--- src/rtl/pdn_inject.sv ---
// Local-core injector for one deflection-router port: queues 9-bit messages and
// serialises each into three 10-bit flits, injecting only into free link slots.
module pdn_inject #(
   parameter int FIFO_DEPTH = 4,
   parameter int LOCAL_X    = 0,
   parameter int LOCAL_Y    = 0,
   parameter int STARVE_LIM = 8
) (
   input  logic        clk,
   input  logic        rst_n,
   input  logic        req_valid,
   output logic        req_ready,
   input  logic [1:0]  req_dest_x,
   input  logic [1:0]  req_dest_y,
   input  logic [8:0]  req_data,
   input  logic [9:0]  link_in,
   output logic [9:0]  flit_out,
   output logic        busy,
   output logic        msg_sent,
   output logic        err_self,
   output logic        starve,
   output logic [15:0] sent_count
);

   localparam int PTR_W = (FIFO_DEPTH > 1) ? $clog2(FIFO_DEPTH) : 1;
   localparam int CNT_W = PTR_W + 1;

   typedef enum logic [1:0] {
      ST_IDLE = 2'd0,
      ST_S0   = 2'd1,
      ST_S1   = 2'd2,
      ST_S2   = 2'd3
   } state_t;

   // Queue entry layout: {dest_x[12:11], dest_y[10:9], data[8:0]}
   logic [12:0]      mem [FIFO_DEPTH];
   logic [PTR_W-1:0] wr_ptr_reg;
   logic [PTR_W-1:0] rd_ptr_reg;
   logic [CNT_W-1:0] count_reg;
   logic [CNT_W-1:0] count_next;

   state_t           state_reg;
   logic [12:0]      msg_reg;
   logic [9:0]       flit_reg;
   logic             req_ready_reg;
   logic             busy_reg;
   logic             msg_sent_reg;
   logic             err_self_reg;
   logic             starve_reg;
   logic [15:0]      sent_count_reg;
   logic [7:0]       starve_cnt_reg;
   logic [7:0]       starve_cnt_next;

   logic             slot_free;
   logic             is_self;
   logic             accept;
   logic             push;
   logic             pop;
   logic             stay_active;
   logic             busy_next;
   logic [1:0]       seq;
   logic [2:0]       payload;
   logic [9:0]       cur_flit;
   logic             link_unused;

   assign link_unused = ^link_in[8:0];

   always_comb begin
      slot_free   = ~link_in[9];
      is_self     = (req_dest_x == 2'(LOCAL_X)) && (req_dest_y == 2'(LOCAL_Y));
      accept      = req_valid && req_ready_reg;
      push        = accept && !is_self;
      // IDLE pops whenever work exists; S2 pops on its advance so messages chain without a bubble
      pop         = (count_reg != '0) &&
                    ((state_reg == ST_IDLE) || ((state_reg == ST_S2) && slot_free));
      stay_active = (state_reg != ST_IDLE) && !((state_reg == ST_S2) && slot_free);

      count_next = count_reg;
      if (push && !pop)
         count_next = count_reg + 1'b1;
      else if (!push && pop)
         count_next = count_reg - 1'b1;

      busy_next = pop || stay_active || (count_next != '0);

      seq     = 2'd0;
      payload = 3'd0;
      case (state_reg)
         ST_S0: begin
            seq     = 2'd0;
            payload = msg_reg[8:6];
         end
         ST_S1: begin
            seq     = 2'd1;
            payload = msg_reg[5:3];
         end
         ST_S2: begin
            seq     = 2'd2;
            payload = msg_reg[2:0];
         end
         default: begin
            seq     = 2'd0;
            payload = 3'd0;
         end
      endcase
      cur_flit = {1'b1, msg_reg[12:11], msg_reg[10:9], seq, payload};

      // Starvation only accrues while a flit is waiting on an occupied slot
      starve_cnt_next = starve_cnt_reg;
      if ((state_reg == ST_IDLE) || slot_free)
         starve_cnt_next = 8'd0;
      else if (starve_cnt_reg < 8'(STARVE_LIM))
         starve_cnt_next = starve_cnt_reg + 8'd1;
   end

   // Storage array carries no reset; the pointers alone define the queue contents
   always_ff @(posedge clk) begin
      if (push)
         mem[wr_ptr_reg] <= {req_dest_x, req_dest_y, req_data};
   end

   always_ff @(posedge clk or negedge rst_n) begin
      if (!rst_n) begin
         state_reg      <= ST_IDLE;
         msg_reg        <= '0;
         flit_reg       <= '0;
         wr_ptr_reg     <= '0;
         rd_ptr_reg     <= '0;
         count_reg      <= '0;
         req_ready_reg  <= 1'b0;
         busy_reg       <= 1'b0;
         msg_sent_reg   <= 1'b0;
         err_self_reg   <= 1'b0;
         starve_reg     <= 1'b0;
         starve_cnt_reg <= '0;
         sent_count_reg <= '0;
      end else begin
         msg_sent_reg   <= 1'b0;
         flit_reg       <= '0;
         err_self_reg   <= accept && is_self;
         count_reg      <= count_next;
         req_ready_reg  <= (count_next != CNT_W'(FIFO_DEPTH));
         busy_reg       <= busy_next;
         starve_cnt_reg <= starve_cnt_next;
         starve_reg     <= (starve_cnt_next == 8'(STARVE_LIM));

         if (push)
            wr_ptr_reg <= wr_ptr_reg + 1'b1;
         if (pop)
            rd_ptr_reg <= rd_ptr_reg + 1'b1;

         case (state_reg)
            ST_IDLE: begin
               if (pop) begin
                  msg_reg   <= mem[rd_ptr_reg];
                  state_reg <= ST_S0;
               end
            end
            ST_S0: begin
               if (slot_free) begin
                  flit_reg  <= cur_flit;
                  state_reg <= ST_S1;
               end
            end
            ST_S1: begin
               if (slot_free) begin
                  flit_reg  <= cur_flit;
                  state_reg <= ST_S2;
               end
            end
            ST_S2: begin
               if (slot_free) begin
                  flit_reg       <= cur_flit;
                  msg_sent_reg   <= 1'b1;
                  sent_count_reg <= sent_count_reg + 16'd1;
                  if (pop) begin
                     msg_reg   <= mem[rd_ptr_reg];
                     state_reg <= ST_S0;
                  end else begin
                     state_reg <= ST_IDLE;
                  end
               end
            end
            default: state_reg <= ST_IDLE;
         endcase
      end
   end

   assign req_ready  = req_ready_reg;
   assign flit_out   = flit_reg;
   assign busy       = busy_reg;
   assign msg_sent   = msg_sent_reg;
   assign err_self   = err_self_reg;
   assign starve     = starve_reg;
   assign sent_count = sent_count_reg;

endmodule

--- config.mk ---
export PLATFORM = sky130hd
export DESIGN_NAME = pdn_inject
export DESIGN_NICKNAME = d
export VERILOG_FILES = /design/src/rtl/pdn_inject.sv
export SDC_FILE = /design/constraint.sdc
export NUM_CORES = 1
export LEC_CHECK = 0
export CORE_MARGIN = 2
export CORE_UTILIZATION = 25
export DETAILED_ROUTE_END_ITERATION = 12
export PLACE_DENSITY = 0.39
export SETUP_SLACK_MARGIN = 0.4
export SLEW_MARGIN = 30
export SYNTH_ARGS = -nofsm -noshare
export SYNTH_HDL_FRONTEND = slang
export SYNTH_SLANG_ARGS = --single-unit
--- constraint.sdc ---
create_clock -name clk -period 3 [get_ports clk]
set_clock_uncertainty 0.1 [all_clocks]
set_input_delay 0.9 -clock clk [delete_from_list [all_inputs] [get_ports clk]]
set_output_delay 0.9 -clock clk [all_outputs]
set_load 0.02 [all_outputs]
==> metrics <==
Syn Inst Count=295; crit start category=primary input; total die area=just under 20000 um^2; Worst-Skew Late Latency=0.36 ns; # rows=between 40 and 50; Worst Reg2Reg Path Length in Cells=8; status=completed; first-pass iteration count of the detailed router=4; HP Class=reg -> reg; unrepaired setup endpoints after global routing=false; EDFF count, synth=52; Worst path depth=6; hold buffer count at CTS=0; initial antenna violation count=0; post-layout worst setup margin=~0.48 ns; Max VDD drop=~0.33 mV; Sink Count=between 100 and 150; Final Max Tran Viols=0; Lkg Pwr=2.26 nW; Crit path arrival time=2.72 ns; drt drc=0; P per Cell Area=a little over 900 nW/um^2; initial core utilization=around 25%; I/O Pins=57; Syn Area/Cell=roughly 15 um^2; Die W=139 um; R2R Path Start=count_reg[0]; crit path to=req_ready; CP max FO=4; crit end category=register; area of the core=~18000 um^2; DP Worst Slack=-0.138 ns; most frequent cells in the layout=60 x dfrtp_1, 52 x edfxtp_1, 44 x clkdlybuf4s50_1; number of global-route vias before repair=2604; Post-Syn Area=4560 um^2; Crit path largest cell delay=around 0.60 ns; post-layout min period=between 2 and 3 ns; vias per inst=4.25; Worst Path Buf+Inv=1; max FFs per register=52; top cells by area, synth=edfxtp_1 34%, dfrtp_1 33%, mux4_2 6.4%; Reg2Reg Capture Point=req_ready; final net count=~400; Post-Syn Nets=approximately 340; Worst Setup Path Type=in -> reg; Yosys reg bits=between 100 and 150; largest area contributor in the netlist=edfxtp_1; Ant. Diodes=0; final core utilization=31.8%; root buffer cell=clkbuf_16; GP Congestion=~0.72; GRT overflow=0; Die Ht=approximately 140 um; PortBufs=47; Main synth FF type=dfrtp_1; relative slew slack=approximately half; routed len/inst=15.0 um; Synth top area share=between 30% and 40%; final hold viol count=0; overall global routing resource usage=about a tenth; Max-Cap Viols=0; Max Freq=a little under 400 MHz; Distinct cells, synth=between 40 and 50; Starting DRT DRC Count=roughly 110; DP HPWL=a little over 6 mm; reg2reg setup slack=0.88 ns; CP cell instances=clkdlybuf4s50_1 > or4_4 > and2_4 > xnor2_2 > a311o_1 > nand2_1; share of layout cells above drive strength 1=a little under a fifth; most common cell after layout, fill and taps aside=dfrtp_1; Final Cycle Share=84.0%; first-pass GRT wire length=about 15 mm; CP top delay family=simple AND/OR/NAND/NOR gates; CTS Buf Count=9; Critical Path Start=req_dest_y[1]; Routed Antenna Nets=0; Vias=between 2000 and 3000; asr flop ratio synth=53.6%; Reg clk slew, reported paths=0.07 ns; CTS tree=done; Data required, critical path=3.20 ns; final-report setup violation count=0; Ys Warns=0; slowest CP cell=or4_4; drt total wl=around 8.9 mm; layout overhead on the synthesized area=24.9%; H-tree depth=3; Longest Clk Path Bufs=2; post-synthesis sequential area ratio=between 60% and 70%; Tightest Pin Transition=0.746 ns; largest net degree at the start of global routing=38
==> metrics by stage <==
step	TNS [ns]	cells	instance area (um^2)	hold WS, ns	total power [mW]
floorplan	0	295	4560	0.347	3.36
global placement	-4.55	575	5370	0.357	3.97
detailed placement	-6.05	575	5370	0.371	3.99
CTS	0	591	5680	0.385	5.27
global route	0	591	5690	0.408	5.52
finish	0	591	5690	0.375	5.16
==> Yosys cell counts (2+ instances only) <==
cell type	number
nand2_1	20
inv_1	12
mux2_2	13
dfrtp_1	60
xnor2_1	18
a22oi_1	4
buf_2	4
and3_1	4
and2_1	9
xnor2_2	2
xor2_1	3
mux4_2	13
nand3_1	6
edfxtp_1	52
and3_2	4
nor2b_1	3
clkbuf_1	2
nand4_1	5
o21ai_0	8
nor4_1	2
nor3_1	2
ha_1	14
nor2_1	9
a21oi_1	6
==> timing repair <==
action | CTS | global route
pin swaps | 1 | 1
cloned | 0 | 0
setup buffers | 0 | 0
endpoints found under the setup margin | 56 | 11
gates resized for setup | 2 | 3
==> power by group <==
| group | internal (mW) | switching, mW |
|---|---|---|
| clock network | 0.662 | 0.576 |
| registers | 1.99 | 0.226 |
| logic | 0.858 | 0.843 |
| total | 3.51 | 1.64 |
==> cells by family after synthesis <==
| logic type | after synthesis | share of synthesized area [%] |
|---|---|---|
| buf+inv | 21 | 2.09 |
| fa+ha+maj | 14 | 3.84 |
| xor+xnor | 23 | 4.75 |
| mux | 27 | 9.86 |
| simple gates | 73 | 8.65 |
| flops | 112 | 67.2 |
| compound gates | 25 | 3.60 |
==> layout make-up <==
class                   instances  area, um^2
fillers                      1810       12200
flip-flops and latches        112        3060
multi-input cells             162        1420
repair buffers                 59         573
well taps                     229         287
clock buffers                  10         229
clock inverters                 6        75.1
inverters                      13        48.8
==> layer usage <==
metal  part of all wire, %  vias to the layer above  track usage, %
met5                     0                        -               0
met4                   1.5                        0            3.83
met3                   3.9                        9            3.21
met2                    48                       48            15.5
met1                    47                     1260            13.1
li1                      -                     1192               -
==> worst register-to-register path, cell delays in order (launching register included) <==
cell	delay, ns
dfrtp_1	0.43
inv_1	0.12
ha_1	0.14
nor2b_1	0.40
a21oi_1	0.11
buf_4	0.17
xnor2_2	0.13
a311o_1	0.38
nand2_1	0.08
==> worst min path at each step <==
stage	startpoint	end	slack, ns	depth (start not counted)
3_3_place_gp	sent_count[15]	sent_count[15]	0.36	1
6_report	sent_count[15]	sent_count[15]	0.37	1
4_1_cts	sent_count[15]	sent_count[15]	0.39	1
5_1_grt	sent_count[4]	sent_count[4]	0.41	1
2_1_floorplan	msg_reg[9]	flit_out[5]	0.35	1
3_5_place_dp	msg_reg[10]	flit_out[6]	0.37	1
Note: power is estimated with default switching activity, not from simulation.
